File: config.mk
export PLATFORM = sky130hd
export DESIGN_NAME = irs_block_readout_v4_flat
export DESIGN_NICKNAME = d
export VERILOG_FILES = /design/src/rtl/irs_block_readout_v4_if.sv /design/src/rtl/irs_block_readout_v4.sv /design/src/flat_wrapper.sv
export SDC_FILE = /design/constraint.sdc
export NUM_CORES = 1
export LEC_CHECK = 0
export ABC_AREA = 0
export CAP_MARGIN = 20
export CORE_ASPECT_RATIO = 2
export CORE_MARGIN = 2
export CORE_UTILIZATION = 40
export CTS_CLUSTER_DIAMETER = 120
export DETAILED_ROUTE_END_ITERATION = 16
export PLACE_DENSITY_LB_ADDON = 0.3
export SYNTH_ARGS = -nofsm -noshare
export SYNTH_HDL_FRONTEND = slang
export SYNTH_SLANG_ARGS = --single-unit
File: constraint.sdc
create_clock -name clk_i -period 3.74 [get_ports clk_i]
set_clock_uncertainty 0.2 [all_clocks]
set_input_delay 0.748 -clock clk_i [delete_from_list [all_inputs] [get_ports clk_i]]
set_output_delay 0.748 -clock clk_i [all_outputs]
set_load 0.05 [all_outputs]
File: src/rtl/irs_block_readout_v4_if.sv
// rtl/irs_block_readout_v4_if.sv - request and word-stream bundle for the IRS block readout
interface irs_block_readout_v4_if #(
    parameter int ADDR_W = 9,
    parameter int NBLK_W = 4,
    parameter int NCH    = 8
);
    logic [ADDR_W-1:0] raddr_i;
    logic [NBLK_W-1:0] nblk_i;
    logic [NCH-1:0]    ch_mask_i;
    logic              raddr_stb_i;
    logic              raddr_ack_o;
    logic [15:0]       dat_o;
    logic              valid_o;
    logic              ready_i;
    logic              last_o;

    modport slave (
        input  raddr_i, nblk_i, ch_mask_i, raddr_stb_i, ready_i,
        output raddr_ack_o, dat_o, valid_o, last_o
    );

    modport master (
        output raddr_i, nblk_i, ch_mask_i, raddr_stb_i, ready_i,
        input  raddr_ack_o, dat_o, valid_o, last_o
    );
endinterface

File: src/rtl/irs_block_readout_v4.sv
// rtl/irs_block_readout_v4.sv - multi-block IRS digitise and scan sequencer with valid/ready word stream
module irs_block_readout_v4 #(
    parameter int STACK_NUMBER = 0,
    parameter int NCH          = 8,
    parameter int NSMP         = 64,
    parameter int ADDR_W       = 9,
    parameter int DAT_W        = 12,
    parameter int NBLK_W       = 4,
    parameter int ADDR_SETTLE  = 4,
    parameter int CLR_CYCLES   = 4,
    parameter int RAMP_CYCLES  = 512,
    parameter int SMP_SETTLE   = 2,
    localparam int CH_W  = (NCH > 1)  ? $clog2(NCH)  : 1,
    localparam int SMP_W = (NSMP > 1) ? $clog2(NSMP) : 1
) (
    input  logic              clk_i,
    input  logic              rst_i,
    irs_block_readout_v4_if.slave bus,
    input  logic [5:0]        station_i,
    input  logic              test_mode_i,
    output logic [ADDR_W-1:0] irs_rd_o,
    output logic              irs_rden_o,
    output logic              irs_clr_o,
    output logic              irs_start_o,
    output logic              irs_ramp_o,
    output logic [SMP_W-1:0]  irs_smp_o,
    output logic [CH_W-1:0]   irs_ch_o,
    output logic              irs_smpall_o,
    input  logic [DAT_W-1:0]  irs_dat_i,
    output logic              busy_o,
    output logic              err_o
);
    typedef enum logic [2:0] {
        S_IDLE, S_ADDR, S_CLEAR, S_RAMP, S_HEADER, S_ADDRW, S_SCAN, S_NEXT
    } state_t;

    localparam logic [SMP_W-1:0] SMP_LAST = SMP_W'(NSMP - 1);

    state_t            state_q, state_d;
    logic [15:0]       cnt_q, cnt_d;
    logic [ADDR_W-1:0] addr_q, addr_d, rd_q, rd_d;
    logic [NBLK_W-1:0] rem_q, rem_d;
    logic [NCH-1:0]    mask_q, mask_d;
    logic [SMP_W-1:0]  smp_q, smp_d;
    logic [CH_W-1:0]   ch_q, ch_d, first_ch, next_ch;
    logic [15:0]       dat_q, dat_d;
    logic              ack_q, ack_d, rden_q, rden_d, clr_q, clr_d, start_q, start_d;
    logic              ramp_q, ramp_d, smpall_q, smpall_d, valid_q, valid_d;
    logic              last_q, last_d, busy_q, busy_d, err_q, err_d;
    logic              has_next, all_masked, hs;

    // Descending scan so the lowest qualifying channel is the one left assigned.
    always_comb begin
        first_ch = '0;
        next_ch  = '0;
        has_next = 1'b0;
        for (int i = NCH - 1; i >= 0; i--) begin
            if (!mask_q[i]) begin
                first_ch = CH_W'(i);
                if (i > int'(ch_q)) begin
                    next_ch  = CH_W'(i);
                    has_next = 1'b1;
                end
            end
        end
    end

    assign all_masked = &mask_q;
    assign hs         = valid_q && bus.ready_i;

    always_comb begin
        state_d  = state_q;  cnt_d   = cnt_q;   addr_d  = addr_q;  rem_d    = rem_q;
        mask_d   = mask_q;   rd_d    = rd_q;    smp_d   = smp_q;   ch_d     = ch_q;
        dat_d    = dat_q;    ack_d   = 1'b0;    rden_d  = rden_q;  clr_d    = clr_q;
        start_d  = start_q;  ramp_d  = ramp_q;  smpall_d = smpall_q;
        valid_d  = valid_q;  last_d  = last_q;  busy_d  = busy_q;  err_d    = err_q;
        if (bus.raddr_stb_i && state_q != S_IDLE) err_d = 1'b1;
        case (state_q)
            S_IDLE: if (bus.raddr_stb_i) begin
                addr_d  = bus.raddr_i;  rem_d = bus.nblk_i;  mask_d = bus.ch_mask_i;
                rd_d    = bus.raddr_i;  ack_d = 1'b1;  busy_d = 1'b1;  rden_d = 1'b1;
                cnt_d   = '0;
                state_d = S_ADDR;
            end
            S_ADDR: if (cnt_q == 16'(ADDR_SETTLE - 1)) begin
                cnt_d = '0;  clr_d = 1'b1;  state_d = S_CLEAR;
            end else cnt_d = cnt_q + 16'd1;
            S_CLEAR: if (cnt_q == 16'(CLR_CYCLES - 1)) begin
                cnt_d = '0;  clr_d = 1'b0;  start_d = 1'b1;  ramp_d = 1'b1;  state_d = S_RAMP;
            end else cnt_d = cnt_q + 16'd1;
            S_RAMP: if (cnt_q == 16'(RAMP_CYCLES - 1)) begin
                cnt_d   = '0;  start_d = 1'b0;  ramp_d = 1'b0;  rden_d = 1'b0;
                valid_d = 1'b1;  last_d = 1'b0;
                dat_d   = {station_i, 2'(STACK_NUMBER), 8'(~mask_q)};
                state_d = S_HEADER;
            end else cnt_d = cnt_q + 16'd1;
            S_HEADER: if (hs) begin
                dat_d   = 16'(addr_q);
                last_d  = all_masked && (rem_q == '0);
                state_d = S_ADDRW;
            end
            S_ADDRW: if (hs) begin
                valid_d = 1'b0;  last_d = 1'b0;
                if (all_masked) state_d = S_NEXT;
                else begin
                    ch_d = first_ch;  smp_d = '0;  smpall_d = 1'b1;  cnt_d = '0;
                    state_d = S_SCAN;
                end
            end
            S_SCAN: begin
                if (!valid_q) begin
                    if (cnt_q == 16'(SMP_SETTLE - 1)) begin
                        valid_d = 1'b1;
                        dat_d   = test_mode_i ? 16'({2'(STACK_NUMBER), ch_q, smp_q})
                                              : 16'(irs_dat_i);
                        last_d  = (rem_q == '0) && (smp_q == SMP_LAST) && !has_next;
                    end else cnt_d = cnt_q + 16'd1;
                end else if (bus.ready_i) begin
                    // Select for the next word goes out on the same edge as the handshake.
                    valid_d = 1'b0;  last_d = 1'b0;  cnt_d = '0;
                    if (smp_q != SMP_LAST) smp_d = smp_q + 1'b1;
                    else if (has_next) begin
                        ch_d = next_ch;  smp_d = '0;
                    end else begin
                        smpall_d = 1'b0;  state_d = S_NEXT;
                    end
                end
            end
            S_NEXT: begin
                addr_d = addr_q + 1'b1;
                if (rem_q == '0) begin
                    busy_d = 1'b0;  state_d = S_IDLE;
                end else begin
                    rem_d  = rem_q - 1'b1;  rd_d = addr_q + 1'b1;
                    rden_d = 1'b1;  cnt_d = '0;  state_d = S_ADDR;
                end
            end
            default: state_d = S_IDLE;
        endcase
    end

    always_ff @(posedge clk_i or posedge rst_i) begin
        if (rst_i) begin
            state_q <= S_IDLE;  cnt_q  <= '0;  addr_q  <= '0;  rem_q   <= '0;  mask_q  <= '0;
            rd_q    <= '0;      smp_q  <= '0;  ch_q    <= '0;  dat_q   <= '0;  ack_q   <= 1'b0;
            rden_q  <= 1'b0;    clr_q  <= 1'b0; start_q <= 1'b0; ramp_q <= 1'b0; smpall_q <= 1'b0;
            valid_q <= 1'b0;    last_q <= 1'b0; busy_q  <= 1'b0; err_q  <= 1'b0;
        end else begin
            state_q <= state_d; cnt_q  <= cnt_d;  addr_q  <= addr_d;  rem_q  <= rem_d;  mask_q  <= mask_d;
            rd_q    <= rd_d;    smp_q  <= smp_d;  ch_q    <= ch_d;    dat_q  <= dat_d;  ack_q   <= ack_d;
            rden_q  <= rden_d;  clr_q  <= clr_d;  start_q <= start_d; ramp_q <= ramp_d; smpall_q <= smpall_d;
            valid_q <= valid_d; last_q <= last_d; busy_q  <= busy_d;  err_q  <= err_d;
        end
    end

    assign bus.raddr_ack_o = ack_q;
    assign bus.dat_o       = dat_q;
    assign bus.valid_o     = valid_q;
    assign bus.last_o      = last_q;
    assign irs_rd_o        = rd_q;
    assign irs_rden_o      = rden_q;
    assign irs_clr_o       = clr_q;
    assign irs_start_o     = start_q;
    assign irs_ramp_o      = ramp_q;
    assign irs_smp_o       = smp_q;
    assign irs_ch_o        = ch_q;
    assign irs_smpall_o    = smpall_q;
    assign busy_o          = busy_q;
    assign err_o           = err_q;
endmodule

File: src/flat_wrapper.sv
// flat-port wrapper written by rule: the top's interface ports become plain ports
module irs_block_readout_v4_flat 
#(
    parameter int STACK_NUMBER = 0,
    parameter int NCH          = 8,
    parameter int NSMP         = 64,
    parameter int ADDR_W       = 9,
    parameter int DAT_W        = 12,
    parameter int NBLK_W       = 4,
    parameter int ADDR_SETTLE  = 4,
    parameter int CLR_CYCLES   = 4,
    parameter int RAMP_CYCLES  = 512,
    parameter int SMP_SETTLE   = 2,
    localparam int CH_W  = (NCH > 1)  ? $clog2(NCH)  : 1,
    localparam int SMP_W = (NSMP > 1) ? $clog2(NSMP) : 1
)
  (clk_i, rst_i, station_i, test_mode_i, irs_rd_o, irs_rden_o, irs_clr_o, irs_start_o, irs_ramp_o, irs_smp_o, irs_ch_o, irs_smpall_o, irs_dat_i, busy_o, err_o, bus_raddr_i, bus_nblk_i, bus_ch_mask_i, bus_raddr_stb_i, bus_ready_i, bus_raddr_ack_o, bus_dat_o, bus_valid_o, bus_last_o);
  irs_block_readout_v4_if #(.ADDR_W(ADDR_W), .NBLK_W(NBLK_W), .NCH(NCH)) bus_i ();
  input  logic clk_i;
  input  logic rst_i;
  input  logic [5:0] station_i;
  input  logic test_mode_i;
  output logic [ADDR_W-1:0] irs_rd_o;
  output logic irs_rden_o;
  output logic irs_clr_o;
  output logic irs_start_o;
  output logic irs_ramp_o;
  output logic [SMP_W-1:0] irs_smp_o;
  output logic [CH_W-1:0] irs_ch_o;
  output logic irs_smpall_o;
  input  logic [DAT_W-1:0] irs_dat_i;
  output logic busy_o;
  output logic err_o;
  input wire logic [$bits(bus_i.raddr_i)-1:0] bus_raddr_i;
  input wire logic [$bits(bus_i.nblk_i)-1:0] bus_nblk_i;
  input wire logic [$bits(bus_i.ch_mask_i)-1:0] bus_ch_mask_i;
  input wire logic [$bits(bus_i.raddr_stb_i)-1:0] bus_raddr_stb_i;
  input wire logic [$bits(bus_i.ready_i)-1:0] bus_ready_i;
  output wire logic [$bits(bus_i.raddr_ack_o)-1:0] bus_raddr_ack_o;
  output wire logic [$bits(bus_i.dat_o)-1:0] bus_dat_o;
  output wire logic [$bits(bus_i.valid_o)-1:0] bus_valid_o;
  output wire logic [$bits(bus_i.last_o)-1:0] bus_last_o;
  assign bus_i.raddr_i = bus_raddr_i;
  assign bus_i.nblk_i = bus_nblk_i;
  assign bus_i.ch_mask_i = bus_ch_mask_i;
  assign bus_i.raddr_stb_i = bus_raddr_stb_i;
  assign bus_i.ready_i = bus_ready_i;
  assign bus_raddr_ack_o = bus_i.raddr_ack_o;
  assign bus_dat_o = bus_i.dat_o;
  assign bus_valid_o = bus_i.valid_o;
  assign bus_last_o = bus_i.last_o;
  irs_block_readout_v4 #(.STACK_NUMBER(STACK_NUMBER), .NCH(NCH), .NSMP(NSMP), .ADDR_W(ADDR_W), .DAT_W(DAT_W), .NBLK_W(NBLK_W), .ADDR_SETTLE(ADDR_SETTLE), .CLR_CYCLES(CLR_CYCLES), .RAMP_CYCLES(RAMP_CYCLES), .SMP_SETTLE(SMP_SETTLE)) u_core (.clk_i(clk_i), .rst_i(rst_i), .bus(bus_i), .station_i(station_i), .test_mode_i(test_mode_i), .irs_rd_o(irs_rd_o), .irs_rden_o(irs_rden_o), .irs_clr_o(irs_clr_o), .irs_start_o(irs_start_o), .irs_ramp_o(irs_ramp_o), .irs_smp_o(irs_smp_o), .irs_ch_o(irs_ch_o), .irs_smpall_o(irs_smpall_o), .irs_dat_i(irs_dat_i), .busy_o(busy_o), .err_o(err_o));
endmodule
==> impl_metrics.json, run 1 <==
{
  "outcome": "finished, final reports clean",
  "cts_buffers": 9,
  "fp.dieW_um": 83.4,
  "power_density_nw_per_um2": 296,
  "slew_headroom_pct": 49.3,
  "initial_utilization_pct": 40.6,
  "crit_family": "buffers and inverters",
  "synthFlopType": "dfrtp_1",
  "io_pins": 88,
  "wl_per_cell_um": 16.3,
  "root_buffer": "clkbuf_16",
  "avgViaCountPerCell": 5.62,
  "path_cells": "clkdlybuf4s50_1",
  "cp_data_required_time_ns": 2.79,
  "grt.total_usage_pct": 19.4,
  "hold_start": "u_core.irs_rd_o[6]",
  "synthesis.nets": 619,
  "setup_tns_ns": 0,
  "p_total_mw": 1.86,
  "use_met3_pct": 4.31,
  "die_y_um": 163,
  "path_buf_inv": 1,
  "min_path_type": "register to register",
  "drive_above_1_share_pct": 11.2,
  "critical_path_depth": 1,
  "vdd_drop_max_mv": 0.249,
  "cts_hold_buf": 0,
  "r2r_start": "u_core.cnt_q[9]",
  "drt_iter0_markers": 279,
  "rsz0062_at_grt": "false",
  "cts_setup_buffers": 0,
  "min_period_ns": 2.84,
  "finalCritPeriodShare_pct": 76.0,
  "hold-path-endpoint": "u_core.irs_rd_o[6]",
  "critPathMaxFanout": 16,
  "crit_slowest_cell": "clkdlybuf4s50_1",
  "io_buffers": 87,
  "final_max_slew_viol_count": 0,
  "startpoint_type": "register",
  "die_area_um2": 13600,
  "synth_edf_count": 0,
  "syn_to_final_growth_pct": 24.8,
  "synth_top_area_cell": "dfrtp_1",
  "post_cts_resized": 0,
  "top_usage_layer": "met2",
  "reg2regPathDepth": 7,
  "grt_max_degree": 84,
  "finalHoldViolations": 0,
  "drt_wl_total_um": 13000,
  "end_kind": "output port",
  "nets": 694,
  "routabilityCongestion": 0.882,
  "clockBufferDepth": 2,
  "final_cells": 795,
  "met2_usage_pct": 29.7,
  "overflow": 0,
  "drc": 0,
  "grt_pass1_wl_um": 21600,
  "maxCapViolations": 0,
  "yosys_warnings": 0,
  "fmax_mhz": 352,
  "seq_area_frac_synth_pct": 41.2,
  "crit-reg2reg-capture": "u_core.bus.dat_o[13]",
  "num_vias": 4469,
  "clk_latency_ns": 0.34,
  "crit_type": "register to output port",
  "cp_data_arrival_time_ns": 1.89,
  "dp_cells": 779,
  "ant_nets": 0,
  "syn_area_um2": 5040,
  "power.leakage_nw": 2.66,
  "cts_tree": "done",
  "hpwl_um": 9200,
  "ff2ff_setup_slack_ns": 0.97,
  "first_global_vias": 4230,
  "holdPathStages": 2,
  "async_flop_share_pct": 100,
  "synth.area.top_cells": "dfrtp_1 41%, nand2_1 5.2%, o21ai_0 4.5%",
  "setup_viol": 0,
  "syn_inst": 565,
  "antennaDiodeCount": 0,
  "clkSinkCount": 83,
  "antenna_found_initial": 0,
  "critical_path.max_stage_delay_ns": 0.90,
  "firstDrtPassIters": 5,
  "avgSynthCellArea_um2": 8.92,
  "tightest_slew_ns": 0.757,
  "rows": 58,
  "clk_pin_slew_ns": 0.06,
  "synth-seq-cells": 83,
  "core_area_um2": 12400,
  "synth_cell_types": 66,
  "synth_top_cell_area_share_pct": 41.2,
  "met1_usage_pct": 27.9,
  "cts_max_level": 3
}
-- cells in the mapped netlist, types with 3 or more instances --
master     n
ha_1      10
xor2_1     3
a22o_1    12
a211o_1    4
buf_2      6
a21o_1     4
nand2_1   70
nor2_1    49
clkbuf_1  19
and3_1     9
a21oi_1   34
and4_1     4
o221a_2    3
xnor2_1    4
mux2_4     5
a31oi_1    5
nor3_1    14
a211oi_1   4
nand4_1    8
buf_4      6
o211ai_1   5
o22ai_1   13
buf_6      4
a22oi_1   11
mux2_2    16
nor2b_1    6
nand3_1   24
inv_1     26
o21ai_1    4
nor3b_1    3
dfrtp_1   83
o21ai_0   45
nand2b_1   3
mux2i_1    9
-- routing by layer --
metal  vias up  part of all wire (%)
met5         -                     0
met4         0                   1.3
met3        14                   5.5
met2       143                    46
met1      2133                    47
li1       2179                     -
-- area by class of cell --
type / count / area, µm²
clock buffer: 9 / 225
timing repair buffer: 100 / 981
inverter: 26 / 98.8
multi-input combinational: 420 / 2660
sequential: 83 / 2080
clock inverter: 7 / 68.8
fill: 1146 / 6110
tap: 150 / 188
-- report_power, final --
group | total, mW | internal [mW] | switching [mW]
logic | 0.0863 | 0.0507 | 0.0355
registers | 0.898 | 0.898 | 0.0000000000000000117
clock network | 0.880 | 0.515 | 0.366
total | 1.86 | 1.46 | 0.401
-- worst max-delay path by stage --
stage,from,endpoint,slack [ns]
3_5_place_dp,bus_ready_i,u_core.cnt_q[3],0.55
5_1_grt,u_core.cnt_q[9],u_core.bus.dat_o[13],0.75
4_1_cts,u_core.irs_ch_o[2],irs_ch_o[2],0.91
6_report,u_core.irs_ch_o[2],irs_ch_o[2],0.90
2_1_floorplan,rst_i,u_core.addr_q[0],0.66
3_3_place_gp,bus_ready_i,u_core.cnt_q[5],0.64
-- kinds of logic after synthesis --
group | share of synthesized area [%]
buffers and inverters | 6.13
xor gates and xnor gates | 1.22
DFF | 41.2
and+or+nand+nor | 20.2
adders and majority gates | 2.48
AOI/OAI and AO/OA | 21.9
muxes | 6.85
-- registers in the layout, summed over array words and instances (netlist names) --
register                cells
u_core.bus.last_o           1
u_core.err_o                1
u_core.irs_smp_o            6
u_core.addr_q               9
u_core.bus.valid_o          1
u_core.mask_q               8
u_core.irs_rd_o             9
u_core.busy_o               1
u_core.irs_clr_o            1
u_core.cnt_q               16
u_core.bus.raddr_ack_o      1
u_core.state_q              3
u_core.rem_q                4
u_core.irs_start_o          1
u_core.irs_ch_o             3
u_core.irs_rden_o           1
u_core.bus.dat_o           16
u_core.irs_smpall_o         1
-- cells in the final DEF (no fill, tap or decap), drive strengths merged, types with 8 or more instances in the layout --
cell | Yosys | final
clkbuf | 19 | 9
a22oi | 11 | 11
ha | 10 | 10
o22ai | 14 | 14
nand4 | 8 | 8
clkdlybuf4s50 | 0 | 87
nand2 | 71 | 71
nand3 | 25 | 25
a21oi | 34 | 34
nor3 | 14 | 14
a22o | 13 | 13
nor2 | 50 | 50
inv | 26 | 25
and3 | 9 | 9
o21ai | 51 | 51
buf | 17 | 13
mux2 | 21 | 21
dfrtp | 83 | 83
mux2i | 9 | 9
-- through the flow --
| stage | hold WS (ns) | setup slack [ns] | cell area, µm² | util (%) |
|---|---|---|---|---|
| after global routing | 0.312 | 0.747 | 6290 | 50.7 |
| after detailed placement | 0.273 | 0.550 | 6000 | 48.4 |
| after floorplan | 0.294 | 0.655 | 5040 | - |
| final | 0.283 | 0.899 | 6290 | 50.7 |
| after CTS | 0.290 | 0.911 | 6290 | 50.7 |
| after global placement | 0.262 | 0.642 | 6000 | 48.4 |
Note: power is estimated with default switching activity, not from simulation.
==> run 2: changes to the inputs <==
clock period = 2.41 ns   (was 3.74 ns; I/O delays follow)
==> impl_metrics.json, run 2 (synthesis results as in run 1) <==
{
  "finalCritPeriodShare_pct": 97.7,
  "drt_iter0_markers": 326,
  "multi_input_area_um2": 2690,
  "cts_max_level": 3,
  "p_switching_mw": 0.658,
  "cp_data_arrival_time_ns": 2.38,
  "cp-startpoint": "u_core.cnt_q[4]",
  "cp_data_required_time_ns": 2.43,
  "fp.dieW_um": 83.4,
  "first_global_vias": 4581,
  "syn_to_final_growth_pct": 33.8,
  "critical_path.max_stage_delay_ns": 0.47,
  "grt_max_degree": 32,
  "io_buffers": 87,
  "final_util_pct": 54.4,
  "clkSinkCount": 83,
  "avgViaCountPerCell": 5.69,
  "hold_start": "u_core.irs_rd_o[7]",
  "cts_hold_buf": 0,
  "critPathMaxFanout": 13,
  "startpoint_type": "register",
  "grt.total_usage_pct": 20.5,
  "nets": 739,
  "die_area_um2": 13600,
  "clk_pin_slew_ns": 0.06,
  "io_pins": 88,
  "slew_headroom_pct": 62.5,
  "clockBufferDepth": 2,
  "swShare_pct": 21.5,
  "pre_cts_ws_ns": -0.177,
  "maxCapViolations": 0,
  "fmax_mhz": 425,
  "final_max_slew_viol_count": 0,
  "clk_latency_ns": 0.34,
  "core_area_um2": 12400,
  "power_density_nw_per_um2": 453,
  "postLayoutSetupSlackWorst_ns": 0.0558,
  "final_cells": 840,
  "min_path_type": "register to register",
  "path_cells": "nor4_4 -> nand4_1 -> o21ai_2 -> and3_1 -> o21a_1 -> buf_12 -> mux2_2",
  "ant_nets": 0,
  "crit_family": "simple AND/OR/NAND/NOR gates",
  "num_vias": 4781,
  "power.leakage_nw": 2.91,
  "path_buf_inv": 1,
  "routabilityCongestion": 0.894,
  "cts_tree": "done",
  "firstDrtPassIters": 5,
  "seqPwrFrac_pct": 45.5,
  "overflow": 0,
  "combPwrFrac_pct": 5.2,
  "fill_cells": 1121,
  "rows": 58,
  "vdd_drop_max_mv": 0.327,
  "die_y_um": 163,
  "tightest_slew_ns": 0.562,
  "drc": 0,
  "end_kind": "register",
  "outcome": "finished, final reports clean",
  "cts_buffers": 9,
  "setup_viol": 0,
  "min_period_ns": 2.35,
  "clkPwrFrac_pct": 49.3,
  "r2r_start": "u_core.cnt_q[4]",
  "drive_above_1_share_pct": 19.3,
  "dp_cells": 820,
  "wl_per_cell_um": 16.7,
  "drt_wl_total_um": 14000,
  "initial_utilization_pct": 40.6,
  "antenna_found_initial": 0,
  "crit_type": "register to register",
  "grt_pass1_wl_um": 22600,
  "root_buffer": "clkbuf_16",
  "intPower_mw": 2.40,
  "hpwl_um": 10200,
  "ff_latch_area_um2": 2080,
  "antennaDiodeCount": 0,
  "crit_slowest_cell": "dfrtp_2",
  "final_cell_mix": "83 x clkdlybuf4s50_1, 78 x dfrtp_1, 70 x nand2_1, 56 x buf_4, 48 x nor2_1",
  "finalHoldViolations": 0,
  "final_common_cell": "clkdlybuf4s50_1"
}
==> run 2: changes by cell type in the layout (fill, tap and decap cells not counted), moves of 2 or more <==
cell	change
buf_4	+44
dfrtp_1	-5
dfrtp_2	+5
buf_12	+4
clkdlybuf4s50_1	-4
clkinv_2	-3
ha_1	-3
clkinv_4	+2
ha_2	+2
==> run 2: timing repair <==
| action | in CTS | in global routing |
|---|---|---|
| pin swaps | 1 | 6 |
| setup buffers | 1 | 3 |
| resized for setup | 1 | 12 |
| setup endpoints to repair | 8 | 38 |
==> run 2: cell type report <==
class                      count  share of cell area [%]
inverter                      26                    1.50
sequential                    83                    30.9
tap                          150                    2.78
timing repair buffer         145                    20.2
clock inverter                 7                    1.48
multi-input combinational    420                    39.9
clock buffer                   9                    3.34
==> run 2: layer usage <==
layer | global-route usage, % | share of wire [%]
met5 | 0 | 0
met4 | 7.15 | 2.6
met3 | 3.65 | 5.6
met2 | 33.6 | 48
met1 | 27.2 | 43
==> run 2: final timing paths <==
path                                        to  slack [ns]  cells past startpoint
max in group asynchronous   u_core.irs_rd_o[7]        1.17                      3
setup reg to reg           u_core.bus.dat_o[7]        0.06                      7
min in group asynchronous      u_core.cnt_q[7]        0.36                      2
hold reg to reg             u_core.irs_rd_o[7]        0.29                      2
setup / recovery           u_core.bus.dat_o[7]        0.06                      7
hold / removal              u_core.irs_rd_o[7]        0.29                      2
==> run 2: worst min-delay path: cells and delay by family, from the launching register on <==
kind,cells,cell delay (ns)
DFF,1,0.35
AOI/OAI and AO/OA,1,0.06
and+or+nand+nor,1,0.04
==> run 2: power by group through the flow <==
stage	registers, mW	clock network [mW]	logic [mW]
2_1_floorplan	1.42	0	0.0441
3_3_place_gp	1.42	0	0.159
3_5_place_dp	1.42	0	0.160
4_1_cts	1.39	1.55	0.161
5_1_grt	1.39	1.59	0.171
6_report	1.39	1.51	0.158
==> run 2: stage by stage <==
stage / hold WS (ns) / instance area, µm² / setup TNS, ns / power, mW
finish: 0.287 / 6750 / 0 / 3.06
global route: 0.307 / 6750 / -0.0459 / 3.16
CTS: 0.294 / 6690 / 0 / 3.11
detailed placement: 0.274 / 6360 / -2.46 / 1.58
global placement: 0.267 / 6360 / -2.34 / 1.58
floorplan: 0.294 / 5050 / 0 / 1.46
==> variant 1: new RTL, flow settings as in run 1 <==
Register the input `test_mode_i` before use, without a reset. The logic sees it one clock later. The other inputs are not delayed to match.
--- a/src/rtl/irs_block_readout_v4.sv
+++ b/src/rtl/irs_block_readout_v4.sv
@@ -35,6 +35,12 @@
     } state_t;
 
     localparam logic [SMP_W-1:0] SMP_LAST = SMP_W'(NSMP - 1);
+
+    logic test_mode_q;
+
+    always_ff @(posedge clk_i) begin
+        test_mode_q <= test_mode_i;
+    end
 
     state_t            state_q, state_d;
     logic [15:0]       cnt_q, cnt_d;
@@ -111,7 +117,7 @@
                 if (!valid_q) begin
                     if (cnt_q == 16'(SMP_SETTLE - 1)) begin
                         valid_d = 1'b1;
-                        dat_d   = test_mode_i ? 16'({2'(STACK_NUMBER), ch_q, smp_q})
+                        dat_d   = test_mode_q ? 16'({2'(STACK_NUMBER), ch_q, smp_q})
                                               : 16'(irs_dat_i);
                         last_d  = (rem_q == '0) && (smp_q == SMP_LAST) && !has_next;
                     end else cnt_d = cnt_q + 16'd1;
Formal check against the unedited RTL: no difference found for any inputs over 10 cycles, from zero or initial values and one cycle with rst_i high; that may be too few to reach the edited logic, so the function may still have changed.
==> variant 1 against run 1 <==
- synthesized area down 3.9%
- sequential share of layout area is 1.4 points higher
- routed wire length up 6.3%
- sequential cell count grew 1
- worst setup slack worse by 0.074 ns
- non-clock buffer count fell by 4
- synthesized cell count increased by 1.1%
- total power down 2.5%
- design area shrank 3.2%
- critical endpoint is now u_core.cnt_q[5]
==> variant 1: results (changes against run 1) <==
status=complete, no violations; via count=4,555 (+1.9%); largest net degree at the start of global routing=39 (-54%); Synth Area in Compound Gates=19.88% (-2.0 points); met2 usage=39.80% (+10 points); DR WL met3=612 microns (-14%); GR Util met1=22.70% (-5.2 points); share of cells above drive strength 1=7.385% (-3.8 points); fin area=0.006093 sq mm (-3.2%); critical path launch point=bus_ready_i; final setup margin=0.8251 ns (-0.07422 ns); Max stage delay on crit path=0.52 ns (-0.38 ns); CP top delay family=simple AND/OR/NAND/NOR gates; mux cell area share after synthesis=4.569% (-2.3 points); Rel. slew slack=55.23% (+5.9 points); syn_nets=620 (+0.16%); wire length on met1=4838 microns (-20%); register area share after synthesis=43.26% (+2.1 points); XOR/XNOR Fraction of Synth Area=1.807% (+0.59 points); first-pass GRT wire length=22,270 microns (+3.1%); post-DR wirelength/cell=17.33 microns (+6.3%); Mapped Avg Cell Area=8.489 sq um (-4.9%); DRT iter0 DRCs=317 (+14%); DP Wirelength=10,570 microns (+15%); Worst R2R Start=u_core.cnt_q[11]; WL met2=7543 microns (+25%); Async SR Flop Fraction=98.81% (-1.2 points); Reg-to-Reg End=u_core.bus.dat_o[8]; Worst VDD drop=0.0002303 V (-7.5%); maximum fanout along the worst path=10 (-6); most frequent cells after synthesis=dfrtp_1, nand2_1, nor2_1; placed inst area=0.005823 sq mm (-3.0%)
## variant 1: cell types whose count changed after synthesis, sizes merged, moves of 7 or more
cell,run 1,this run
a22oi,11,4
nor2,50,62
a21oi,34,56
nand3,25,34
o22ai,14,5
mux2,21,9
## variant 1: kinds of logic after synthesis
family	count (synthesis)
simple gates	235
mux	21
buf+inv	56
fa+ha+maj	5
compound gates	160
flops	84
xor+xnor	10
## variant 1: worst min-delay path by stage
stage / startpoint / end / slack [ns] / depth (start not counted)
3_3_place_gp: u_core.bus.last_o / u_core.bus.last_o / 0.27 / 1
2_1_floorplan: u_core.rem_q[0] / u_core.rem_q[0] / 0.30 / 2
6_report: u_core.bus.last_o / u_core.bus.last_o / 0.28 / 1
5_1_grt: u_core.bus.last_o / u_core.bus.last_o / 0.30 / 1
4_1_cts: u_core.bus.last_o / u_core.bus.last_o / 0.28 / 1
3_5_place_dp: u_core.bus.last_o / u_core.bus.last_o / 0.27 / 1
## variant 1: worst register-to-register path: cells and delay by family, from the launching register on
family / cells / cell delay, ns
AO/OA/AOI/OAI: 2 / 0.33
flip-flops: 1 / 0.50
AND/OR/NAND/NOR: 4 / 1.75
## variant 1: cell type report
class                   instances  area share [%]
clock buffers                  10           3.758
clock inverters                 6          0.6776
inverters                      23           1.437
multi-input cells             431           41.13
flip-flops and latches         84           34.41
well taps                     145           2.977
repair buffers                 96           15.61
## variant 1: report_power, final
| group | switching [W] | internal, W | leakage (nW) |
|---|---|---|---|
| combinational | 0.0000394 | 0.0000499 | 1.37 |
| sequential | 0.00000264 | 0.000909 | 1.06 |
| clock | 0.000369 | 0.000449 | 0.124 |
==> variant 2: new RTL, flow settings as in run 1 <==
Without the edit above. `ADDR_W` is set to 9 in 3 places; all go to 11.
--- a/src/rtl/irs_block_readout_v4_if.sv
+++ b/src/rtl/irs_block_readout_v4_if.sv
@@ -1,6 +1,6 @@
 // rtl/irs_block_readout_v4_if.sv - request and word-stream bundle for the IRS block readout
 interface irs_block_readout_v4_if #(
-    parameter int ADDR_W = 9,
+    parameter int ADDR_W = 11,
     parameter int NBLK_W = 4,
     parameter int NCH    = 8
 );
--- a/src/rtl/irs_block_readout_v4.sv
+++ b/src/rtl/irs_block_readout_v4.sv
@@ -3,7 +3,7 @@
     parameter int STACK_NUMBER = 0,
     parameter int NCH          = 8,
     parameter int NSMP         = 64,
-    parameter int ADDR_W       = 9,
+    parameter int ADDR_W       = 11,
     parameter int DAT_W        = 12,
     parameter int NBLK_W       = 4,
     parameter int ADDR_SETTLE  = 4,
--- a/src/flat_wrapper.sv
+++ b/src/flat_wrapper.sv
@@ -4,7 +4,7 @@
     parameter int STACK_NUMBER = 0,
     parameter int NCH          = 8,
     parameter int NSMP         = 64,
-    parameter int ADDR_W       = 9,
+    parameter int ADDR_W       = 11,
     parameter int DAT_W        = 12,
     parameter int NBLK_W       = 4,
     parameter int ADDR_SETTLE  = 4,
Ports: changed (resized bus_raddr_i and irs_rd_o); port bits go from 88 to 92. The function was not compared with the original's and may differ.
==> variant 2 against run 1 <==
- routed wire length is 16% higher
- first-iteration DRC count is 17% higher
- utilization is 0.89 points higher
- design area is 2.9% higher
- highest routed layer unchanged
- synthesized area is 2.2% higher
- final cell count is 4.3% higher
- sequential cell count is 4 higher
- count of clock-buffer cells in the layout is 1 higher
- worst setup slack worse by 0.12 ns
- critical endpoint is now u_core.bus.last_o
Power is not compared: it rests on default switching activity, and its combinational part moved more than twofold at a synthesized area within 25%.
==> variant 2: results (changes against run 1) <==
f_max=337.2 MHz (-4.2%); syn_nets=654 (+5.7%); Fillers=1,167 (+1.8%); post-DR wirelength/cell=18.13 microns (+11%); DR WL met3=634 microns (-11%); Worst R2R Start=u_core.state_q[0]; wire length on met1=5482 microns (-9.6%); placed inst area=0.006191 sq mm (+3.2%); Hold Worst Slack=0.2812 ns (-0.001677 ns); largest net degree at the start of global routing=47 (-44%); kind of critical path=reg -> reg; Post-Route WL=15,030 microns (+16%); first-pass GRT wire length=24,250 microns (+12%); Unique masters post-synth=73 (+11%); Hold EP=u_core.bus.dat_o[1]; CP max-delay cell=or4_4; via count=4,849 (+8.5%); yosys warns=0 (unchanged); worst slew pin tran=0.7779 ns (+0.02067 ns); met2 usage=39.79% (+10 points); GR Util met1=24.13% (-3.7 points); register area share after synthesis=42.25% (+1.1 points); status=complete, no violations; DP Wirelength=11,450 microns (+25%); GP Congestion=0.9363 (+6.1%); share of cells above drive strength 1=8.689% (-2.5 points); met3 usage=3.498% (-0.81 points); maximum fanout along the worst path=10 (-6); vias in the first global route=4,901 (+16%); max-slew violation count=0 (unchanged); Hold Path Class=reg -> reg; flop2flop setup slack=0.77 ns (-0.20 ns); nets=730 (+5.2%); Post-Place Cells=813 (+4.4%); DRT iter0 DRCs=326 (+17%); pre-CTS setup slack=0.8103 ns (+0.2601 ns); Reg-to-Reg End=u_core.bus.last_o; hold_sp=u_core.bus.dat_o[1]; Max stage delay on crit path=0.57 ns (-0.33 ns); WL met2=8041 microns (+34%); CTS buffer count=9 (unchanged); CP top delay family=simple AND/OR/NAND/NOR gates; number of port buffers=91 (+4.6%)
-- variant 2: changes by cell type after synthesis, sizes merged, moves of 7 or more --
cell / change
a22oi: -7
buf: -7
clkbuf: +10
inv: -10
mux2: -10
nand2: +36
nor2: -13
o21ai: +9
o22ai: -8
o31ai: +8
-- variant 2: worst min-delay path: cells and delay by family, from the launching register on --
family           cells  cell delay, ns
flip-flops           1            0.34
AO/OA/AOI/OAI        1            0.06
AND/OR/NAND/NOR      1            0.05
-- variant 2: cell families after synthesis --
kind of cell / Yosys count / synth area share, %
AOI/OAI and AO/OA: 174 / 22.27
muxes: 15 / 3.181
and+or+nand+nor: 247 / 23.77
buffers and inverters: 56 / 4.565
DFF: 87 / 42.25
adders and majority gates: 10 / 2.428
xor gates and xnor gates: 9 / 1.530
-- variant 2: cell type report --
class / instances / share of cell area, %
clock buffer: 10 / 3.688
clock inverter: 6 / 0.7724
inverter: 17 / 1.004
multi-input combinational: 455 / 42.29
sequential: 87 / 33.60
tap: 150 / 2.896
timing repair buffer: 104 / 15.76
